File: src/rtl/cnn_pkg.sv
// Shared definitions for the CNN datapath: activation/conv-sum widths, map defaults,
// and the saturating ReLU used by every requantization stage.
package cnn_pkg;

   localparam int unsigned ACT_W      = 9;
   localparam int unsigned CONV_SUM_W = 26;
   localparam int unsigned BIAS_W     = 16;
   localparam int unsigned ACT_MAX    = 255;
   localparam int unsigned REQ_SHIFT  = 8;
   localparam int unsigned FMAP_W_DEF = 24;
   localparam int unsigned FMAP_H_DEF = 24;

   // Clamp a signed value into 0..max_val (ReLU followed by upper saturation).
   function automatic logic [31:0] sat_relu(input logic signed [63:0] r,
                                            input logic [31:0] max_val);
      if (r < 0) begin
         return '0;
      end
      if (r > $signed({32'd0, max_val})) begin
         return max_val;
      end
      return r[31:0];
   endfunction

endpackage

File: src/rtl/requant_relu.sv
// Stage Q: bias add, round-half-up arithmetic shift, ReLU and saturation, registered.
// The result is non-negative, so only the magnitude bits (OUT_W-1) are carried out.
module requant_relu #(
   parameter int unsigned IN_W   = cnn_pkg::CONV_SUM_W,
   parameter int unsigned BIAS_W = cnn_pkg::BIAS_W,
   parameter int unsigned OUT_W  = cnn_pkg::ACT_W,
   parameter int unsigned SHIFT  = cnn_pkg::REQ_SHIFT
) (
   input  logic                    clk,
   input  logic                    reset,
   input  logic                    in_valid,
   input  logic signed [IN_W-1:0]  in_data,
   input  logic signed [BIAS_W-1:0] bias,
   output logic                    q_valid,
   output logic [OUT_W-2:0]        q_data
);
   import cnn_pkg::*;

   // Two guard bits: one for the bias add, one for the rounding constant.
   localparam int unsigned SW = IN_W + 2;
   localparam int unsigned MW = OUT_W - 1;
   localparam logic signed [SW-1:0] HALF = {{(SW-1){1'b0}}, 1'b1} << (SHIFT - 1);
   localparam logic [31:0] Q_MAX = (32'd1 << (OUT_W - 1)) - 32'd1;

   logic signed [SW-1:0] sum;
   logic signed [SW-1:0] rnd;
   logic [MW-1:0]        q_d;

   always_comb begin
      sum = SW'(in_data) + SW'(bias);
      rnd = (sum + HALF) >>> SHIFT;
      q_d = MW'(sat_relu(64'(rnd), Q_MAX));
   end

   always_ff @(posedge clk) begin
      if (reset) begin
         q_valid <= 1'b0;
         q_data  <= '0;
      end else begin
         q_valid <= in_valid;
         if (in_valid) begin
            q_data <= q_d;
         end
      end
   end

endmodule

File: src/rtl/relu_maxpool_stage.sv
// Requantize/ReLU each conv sum, then 2x2 stride-2 max pool the raster-ordered map.
// Even rows park pair maxima in a row buffer; odd rows combine them and emit.
module relu_maxpool_stage #(
   parameter int unsigned IN_W   = cnn_pkg::CONV_SUM_W,
   parameter int unsigned BIAS_W = cnn_pkg::BIAS_W,
   parameter int unsigned OUT_W  = cnn_pkg::ACT_W,
   parameter int unsigned SHIFT  = cnn_pkg::REQ_SHIFT,
   parameter int unsigned FMAP_W = cnn_pkg::FMAP_W_DEF,
   parameter int unsigned FMAP_H = cnn_pkg::FMAP_H_DEF,
   localparam int unsigned PRW = (FMAP_H / 2 > 1) ? $clog2(FMAP_H / 2) : 1,
   localparam int unsigned PCW = (FMAP_W / 2 > 1) ? $clog2(FMAP_W / 2) : 1
) (
   input  logic                     clk,
   input  logic                     reset,
   input  logic                     frame_start,
   input  logic                     in_valid,
   input  logic signed [IN_W-1:0]   in_data,
   input  logic signed [BIAS_W-1:0] bias,
   output logic                     out_valid,
   output logic [OUT_W-1:0]         out_data,
   output logic [PRW-1:0]           out_row,
   output logic [PCW-1:0]           out_col,
   output logic                     frame_done
);
   import cnn_pkg::*;

   // Counter LSB selects pair position; the upper bits are the pooled index.
   localparam int unsigned RW = PRW + 1;
   localparam int unsigned CW = PCW + 1;
   localparam int unsigned MW = OUT_W - 1;
   localparam int unsigned BW = FMAP_W / 2;
   localparam logic [RW-1:0] ROW_LAST = RW'(FMAP_H - 1);
   localparam logic [CW-1:0] COL_LAST = CW'(FMAP_W - 1);

   logic [RW-1:0] row_q, row_d, cur_row, qrow_q;
   logic [CW-1:0] col_q, col_d, cur_col, qcol_q;

   logic          q_valid;
   logic [MW-1:0] q_data;

   logic [MW-1:0]  hold_q;
   logic [MW-1:0]  rowbuf [BW];
   logic [PCW-1:0] rb_idx;
   logic [MW-1:0]  pair_max, rb_val, pooled;
   logic           p_fire;

   // Input raster counters; frame_start forces the current sample to (0,0).
   always_comb begin
      cur_row = frame_start ? '0 : row_q;
      cur_col = frame_start ? '0 : col_q;
      row_d   = cur_row;
      col_d   = cur_col;
      if (in_valid) begin
         if (cur_col == COL_LAST) begin
            col_d = '0;
            row_d = (cur_row == ROW_LAST) ? '0 : cur_row + 1'b1;
         end else begin
            col_d = cur_col + 1'b1;
         end
      end
   end

   always_ff @(posedge clk) begin
      if (reset) begin
         row_q  <= '0;
         col_q  <= '0;
         qrow_q <= '0;
         qcol_q <= '0;
      end else begin
         row_q <= row_d;
         col_q <= col_d;
         if (in_valid) begin
            qrow_q <= cur_row;
            qcol_q <= cur_col;
         end
      end
   end

   requant_relu #(
      .IN_W  (IN_W),
      .BIAS_W(BIAS_W),
      .OUT_W (OUT_W),
      .SHIFT (SHIFT)
   ) u_requant (
      .clk     (clk),
      .reset   (reset),
      .in_valid(in_valid),
      .in_data (in_data),
      .bias    (bias),
      .q_valid (q_valid),
      .q_data  (q_data)
   );

   // A sample still sitting in Q when frame_start arrives belongs to the old frame.
   always_comb begin
      p_fire   = q_valid && !frame_start;
      rb_idx   = qcol_q[PCW:1];
      pair_max = (hold_q > q_data) ? hold_q : q_data;
      rb_val   = rowbuf[rb_idx];
      pooled   = (rb_val > pair_max) ? rb_val : pair_max;
   end

   always_ff @(posedge clk) begin
      if (p_fire && qcol_q[0] && !qrow_q[0]) begin
         rowbuf[rb_idx] <= pair_max;
      end
   end

   always_ff @(posedge clk) begin
      if (reset) begin
         hold_q     <= '0;
         out_valid  <= 1'b0;
         out_data   <= '0;
         out_row    <= '0;
         out_col    <= '0;
         frame_done <= 1'b0;
      end else begin
         out_valid  <= 1'b0;
         frame_done <= 1'b0;
         if (p_fire) begin
            if (!qcol_q[0]) begin
               hold_q <= q_data;
            end else if (qrow_q[0]) begin
               out_valid  <= 1'b1;
               out_data   <= {1'b0, pooled};
               out_row    <= qrow_q[PRW:1];
               out_col    <= qcol_q[PCW:1];
               frame_done <= (qrow_q == ROW_LAST) && (qcol_q == COL_LAST);
            end
         end
      end
   end

endmodule

File: config.mk
export PLATFORM = sky130hd
export DESIGN_NAME = relu_maxpool_stage
export DESIGN_NICKNAME = d
export VERILOG_FILES = /design/src/rtl/cnn_pkg.sv /design/src/rtl/requant_relu.sv /design/src/rtl/relu_maxpool_stage.sv
export SDC_FILE = /design/constraint.sdc
export NUM_CORES = 1
export LEC_CHECK = 0
export BUFFER_PORTS_ARGS = -buffer_cell sky130_fd_sc_hd__clkbuf_2
export CAP_MARGIN = 20
export CELL_PAD_IN_SITES_DETAIL_PLACEMENT = 1
export CELL_PAD_IN_SITES_GLOBAL_PLACEMENT = 1
export CORE_MARGIN = 8
export CORE_UTILIZATION = 49
export CTS_BUF_LIST = sky130_fd_sc_hd__clkbuf_4 sky130_fd_sc_hd__clkbuf_8 sky130_fd_sc_hd__clkbuf_16
export DETAILED_ROUTE_END_ITERATION = 8
export PLACE_DENSITY_LB_ADDON = 0.12
export SLEW_MARGIN = 20
export SYNTH_ARGS = -nofsm -noshare
export SYNTH_HDL_FRONTEND = slang
export SYNTH_SLANG_ARGS = --single-unit
File: constraint.sdc
create_clock -name clk -period 5.1 [get_ports clk]
set_input_delay 0.51 -clock clk [delete_from_list [all_inputs] [get_ports clk]]
set_output_delay 0.51 -clock clk [all_outputs]
set_load 0.01 [all_outputs]
Word level (Yosys, flattened, before mapping). Memory sizes are Yosys's and may differ from the RTL's. A register that Yosys moved wholly into a read port is not among the register bits. Index checks and enable logic that the tools add are counted.

Flip-flop bits (word level): 55. Bits in writable memories: 96. Input port bits: 46. Output and inout port bits: 19. Word-level logic and storage cells: 59. Memories kept: 1.

Memory list: rowbuf (words 12, width 8, read ports 1, clocked after Yosys merged registers in 1, write ports 1, RTL line relu_maxpool_stage.sv:42) `logic [MW-1:0] rowbuf [BW];`.

Add/subtract/negate cells: 4. Magnitude comparators: 4. Eq/ne operators: 4. Multiplexer cells: 21. Bitwise logic cells: 3. Reduce and logical (&&, ||, !) cells: 10.

Operator list (number): $mux 8 (6); $mux 5 (7); $add 27x9->28 const B (1); $add 26x16->27 (1); $eq 5x5->1 const B (4); $gt 20x9->1 const B (1); $lt 20x1->1 const B (1); $gt 8x8->1 (2); $add 5x1->5 const B (2); $mux 4 (2); $mux 1 (6); $logic_and 1x1->1 (4); $reduce_or 4->1 (1); $not 1->1 (3); $reduce_and 3->1 (1); $reduce_or 3->1 (1); $logic_not 1->1 (2); $reduce_and 2->1 (1).

Depth between registers and ports, before layout.
Depth after elaboration: 7. Depth in mapped cells: 21.

By module. A second synthesis with hierarchy kept.

Cells, all modules: 715. Area, all modules: 8277.9 µm².

Modules (own cells, without submodules): relu_maxpool_stage (times used 1, cells each 454, area each 6258.5 µm², seq. area each 3883.7 µm²); requant_relu (times used 1, cells each 261, area each 2019.4 µm², seq. area each 180.2 µm²).

Worst setup path after synthesis. No wires, ideal clock.

Kind: reg-to-reg. Start point: register u_requant.q_data[1]. End point: register out_data[1]. Arrival: 3.727 ns. Required time: 4.963 ns. Slack: 1.235 ns. Cell stages (with the launch flop): 22. Path buffers: 0. Period minus slack after synthesis: 3.865 ns. Cell sequence: dfxtp_1 > inv_1 > ha_1 > nor2b_1 > o21a_1 > o21ai_0 > nand2b_1 > a21oi_1 > o21ai_0 > o21ai_1 > mux2_2 > inv_1 > ha_1 > nor2b_1 > o21a_1 > o21ai_0 > nand2b_1 > a21oi_1 > o21ai_0 > o21ai_1 > mux2i_1 > a211oi_1.

Cells in the longest elaborated chain, start to end: 4.

Ends and longest elaborated chain: start, declared (RTL line requant_relu.sv:15) `output logic [OUT_W-2:0] q_data`; start signal, assigned (RTL line requant_relu.sv:42) `q_data <= q_d;`; $gt 8x8->1 (RTL line relu_maxpool_stage.sv:98) `pair_max = (hold_q > q_data) ? hold_q : q_data;`; $mux 8 * (RTL line relu_maxpool_stage.sv:98); via pair_max[1] (RTL line relu_maxpool_stage.sv:44) `logic [MW-1:0] pair_max, rb_val, pooled;`; $gt 8x8->1 (RTL line relu_maxpool_stage.sv:100) `pooled = (rb_val > pair_max) ? rb_val : pair_max;`; $mux 8 * (RTL line relu_maxpool_stage.sv:100); end signal, assigned (RTL line relu_maxpool_stage.sv:125) `out_data <= {1'b0, pooled};`; end, declared (RTL line relu_maxpool_stage.sv:20) `output logic [OUT_W-1:0] out_data,`.

The timed path passes the listed nets; every way through them passes the cells marked *. A chain may end at the register's enable or synchronous reset.

Worst setup path after layout.
Start point: register u_requant.q_data[1]. End point: register out_data[3].

Cells in the longest elaborated chain, start to end: 4.

Ends and longest elaborated chain (RTL line): $gt 8x8->1 (relu_maxpool_stage.sv:98); $mux 8 * (relu_maxpool_stage.sv:98); via pair_max[1] (relu_maxpool_stage.sv:44); $gt 8x8->1 * (relu_maxpool_stage.sv:100); $mux 8 * (relu_maxpool_stage.sv:100).

Marked as above.

==> results.yml <==
final_layout:
  synthToLayoutAreaGrowth_pct: 14.0
  final_cell_mix: "edfxtp_1 (96), ha_1 (68), clkbuf_2 (63)"
  final_common_cell: "edfxtp_1"
  final_nets: 855
  antenna_cells: 0
  final_layout_size_suffix_gt1_share_pct: 19.8
setup_path:
  critical_path_required_ns: 5.41
  cp.arrival_ns: 4.79
  startpoint_type: "register"
  crit_path_max_incr_delay_ns: 0.51
  cp_common_cell: "o21ai_0"
  cp_num_buf_inv: 2
  critPathTopFamily: "compound AO/OA/AOI/OAI gates"
  end_kind: "register"
  path_cells: "inv_1 > ha_1 > nor2b_1 > o21a_1 > o21ai_0 > nand2b_1 > a21oi_1 > o21ai_0 > o21ai_1 > mux2_2 > inv_1 > ha_1 > nor2b_1 > o21a_1 > o21ai_0 > nand2b_1 > a21oi_1 > o21ai_0 > o21ai_1 > mux2i_1 > a211oi_1"
  criticalPathCategory: "register to register"
  cp_max_fo: 14
  slowest_stage: "o21ai_1"
synth:
  yosys.area.top_type: "edfxtp_1"
  ys_warn_count: 0
  ys_seq_area_share_pct: 50.4
  synth_seq_cells: 155
  syn_inst: 677
  avgSynthCellArea_um2: 11.9
  yosys-top-cells-area: "edfxtp_1 (36%), dfxtp_1 (15%), ha_1 (11%)"
  synth_edf_count: 96
  async_reset_ff_share_pct: 0
  yosys.cell_types.count: 67
  synth_flop_cell: "edfxtp_1"
  synth_fp_nets: 791
  synth_area_mm2: 0.00806
  yosysTopAreaCellShare_pct: 35.8
outcome:
  status: "finished, final reports clean"
drt:
  met3_length_um: 801
  post_drt_wl_per_cell_um: 19.5
  top_layer: "met4"
  drc: 0
  via_per_inst: 5.73
  wirelength_um: 19000
  dr_wl_met2_um: 9830
  drt_iter0_drc: 217
  num_vias: 5582
  first_pass_iters: 4
  wl_met1_um: 7990
  drtAntennaViolNets: 0
global_routing:
  overflow: 0
  grt_pass1_vias: 6055
  grt_usage_pct: 19.2
  antenna_found_initial: 0
  grt_start_max_net_pins: 49
  grt_first_pass_wirelength_um: 30900
die:
  start_util_pct: 49.3
  rows: 47
  fp.dieArea_mm2: 0.0208
  num_io_pins: 65
  die_w_um: 144
  coreArea_mm2: 0.0163
  die_h_um: 144
clocking:
  numCtsBuffers: 17
  clock_latency_ns: 0.42
  cts_root_buffer: "clkbuf_16"
  cts_setup_buffers: 0
  clk_pin_slew_ns: 0.06
  h-tree-depth: 4
  hold_buffers: 0
  cts_buffer_depth: 2
  clock-sinks: 155
  cts_resized: 0
  cts_tree: "built"
timing:
  tightest_slew_ns: 1.02
  max_freq_mhz: 223
  final.min_clock_period_ns: 4.48
  fin_crit_sh_pct: 87.9
  fin_ws_ns: 0.617
  rsz0062_at_grt: "false"
  final_hold_viol_count: 0
  finalSetupViolCount: 0
  skew_ns: 0.00860
  fin_setup_tns_ns: 0
  slew_headroom_pct: 31.8
  slew_viol_final: 0
placement:
  dpl.hpwl_um: 14100
  portBuffers: 63
  gp_congestion: 0.851
  dpl_worst_slack_ns: 0.609
min_path:
  hold_class: "register to register"
power_and_ir_drop:
  p_per_area_mw_per_mm2: 341
  ir_drop_mv: 0.225
  leakagePower_nw: 3.47
flow_run:
  max_cap_viol_count: 0
==> flip-flops by register name, indices dropped and copies added, names as in the netlist, named ones only <==
register	cells
rowbuf	96
hold_q	8
out_data	8
u_requant.q_data	8
col_q	5
qcol_q	5
qrow_q	5
row_q	5
out_col	4
out_row	4
frame_done	1
out_valid	1
u_requant.q_valid	1
==> final timing paths <==
check	slack (ns)	endpoint	cells after the start	from
hold reg to reg	0.46	out_col[0]$_SDFFE_PP0P_	2	out_col[0]$_SDFFE_PP0P_
setup reg to reg	0.62	out_data[3]$_SDFFE_PP0P_	21	u_requant.q_data[1]$_SDFFE_PP0P_
hold / removal	0.46	out_col[0]$_SDFFE_PP0P_	2	out_col[0]$_SDFFE_PP0P_
setup / recovery	0.62	out_data[3]$_SDFFE_PP0P_	21	u_requant.q_data[1]$_SDFFE_PP0P_
==> final cells by class <==
cell class | instances | area [um2]
Sequential cell | 155 | 4060
Inverter | 29 | 109
Multi-Input combinational cell | 468 | 3780
Clock buffer | 20 | 448
Clock inverter | 12 | 141
Tap cell | 220 | 275
Timing Repair Buffer | 70 | 368
Fill cell | 1731 | 7160
==> power by group <==
part	total (mW)	switching [mW]	internal [mW]
clock	1.25	0.508	0.743
sequential	1.39	0.0134	1.38
combinational	0.488	0.297	0.191
==> metrics by stage <==
step | instance area, um2 | hold WS, ns | utilization, % | instances | power, mW
after global routing | 9190 | 0.481 | 56.2 | 974 | 3.25
after global placement | 8600 | 0.443 | 52.6 | 942 | 1.87
after CTS | 9190 | 0.459 | 56.2 | 974 | 3.15
final | 9190 | 0.458 | 56.2 | 974 | 3.13
after detailed placement | 8600 | 0.450 | 52.6 | 942 | 1.90
after floorplan | 8060 | 0.439 | - | 677 | 1.76
==> cell usage after synthesis (all sizes together), types with 13 or more instances <==
| master | n |
|---|---|
| nand3 | 14 |
| dfxtp | 59 |
| nor2 | 61 |
| clkbuf | 18 |
| inv | 28 |
| nand2 | 47 |
| edfxtp | 96 |
| ha | 68 |
| mux2i | 31 |
| o21ai | 25 |
| a21oi | 40 |
| mux4 | 24 |
| nor2b | 13 |
==> cells by family (layout without fill, tap and decap cells) <==
logic type                 after synthesis  after routing  synth area share (%)
muxes                                   64             64                  11.8
other                                    1              1                0.0465
buffers and inverters                   54            131                  2.69
AOI/OAI and AO/OA                      128            128                  10.9
adders and majority gates               68             68                  10.6
DFF                                    155            155                  50.4
xor gates and xnor gates                19             19                  2.06
and+or+nand+nor                        188            188                  11.5
==> worst register-to-register path, cell delays in order (launching register included) <==
cell and delay, ns:
dfxtp_1 0.37, inv_1 0.06, ha_1 0.31, nor2b_1 0.15, o21a_1 0.16, o21ai_0 0.19, nand2b_1 0.10, a21oi_1 0.18
o21ai_0 0.09, o21ai_1 0.13, mux2_2 0.48, inv_1 0.11, ha_1 0.24, nor2b_1 0.14, o21a_1 0.17, o21ai_0 0.20
nand2b_1 0.09, a21oi_1 0.14, o21ai_0 0.09, o21ai_1 0.51, mux2i_1 0.18, a211oi_1 0.28
==> routing by layer <==
| metal | global-route usage, % | vias to the layer above |
|---|---|---|
| met2 | 34.9 | 146 |
| met5 | 0 | - |
| li1 | - | 2668 |
| met4 | 5.86 | 0 |
| met3 | 3.80 | 30 |
| met1 | 22.3 | 2738 |
Note: power is estimated with default switching activity, not from simulation.
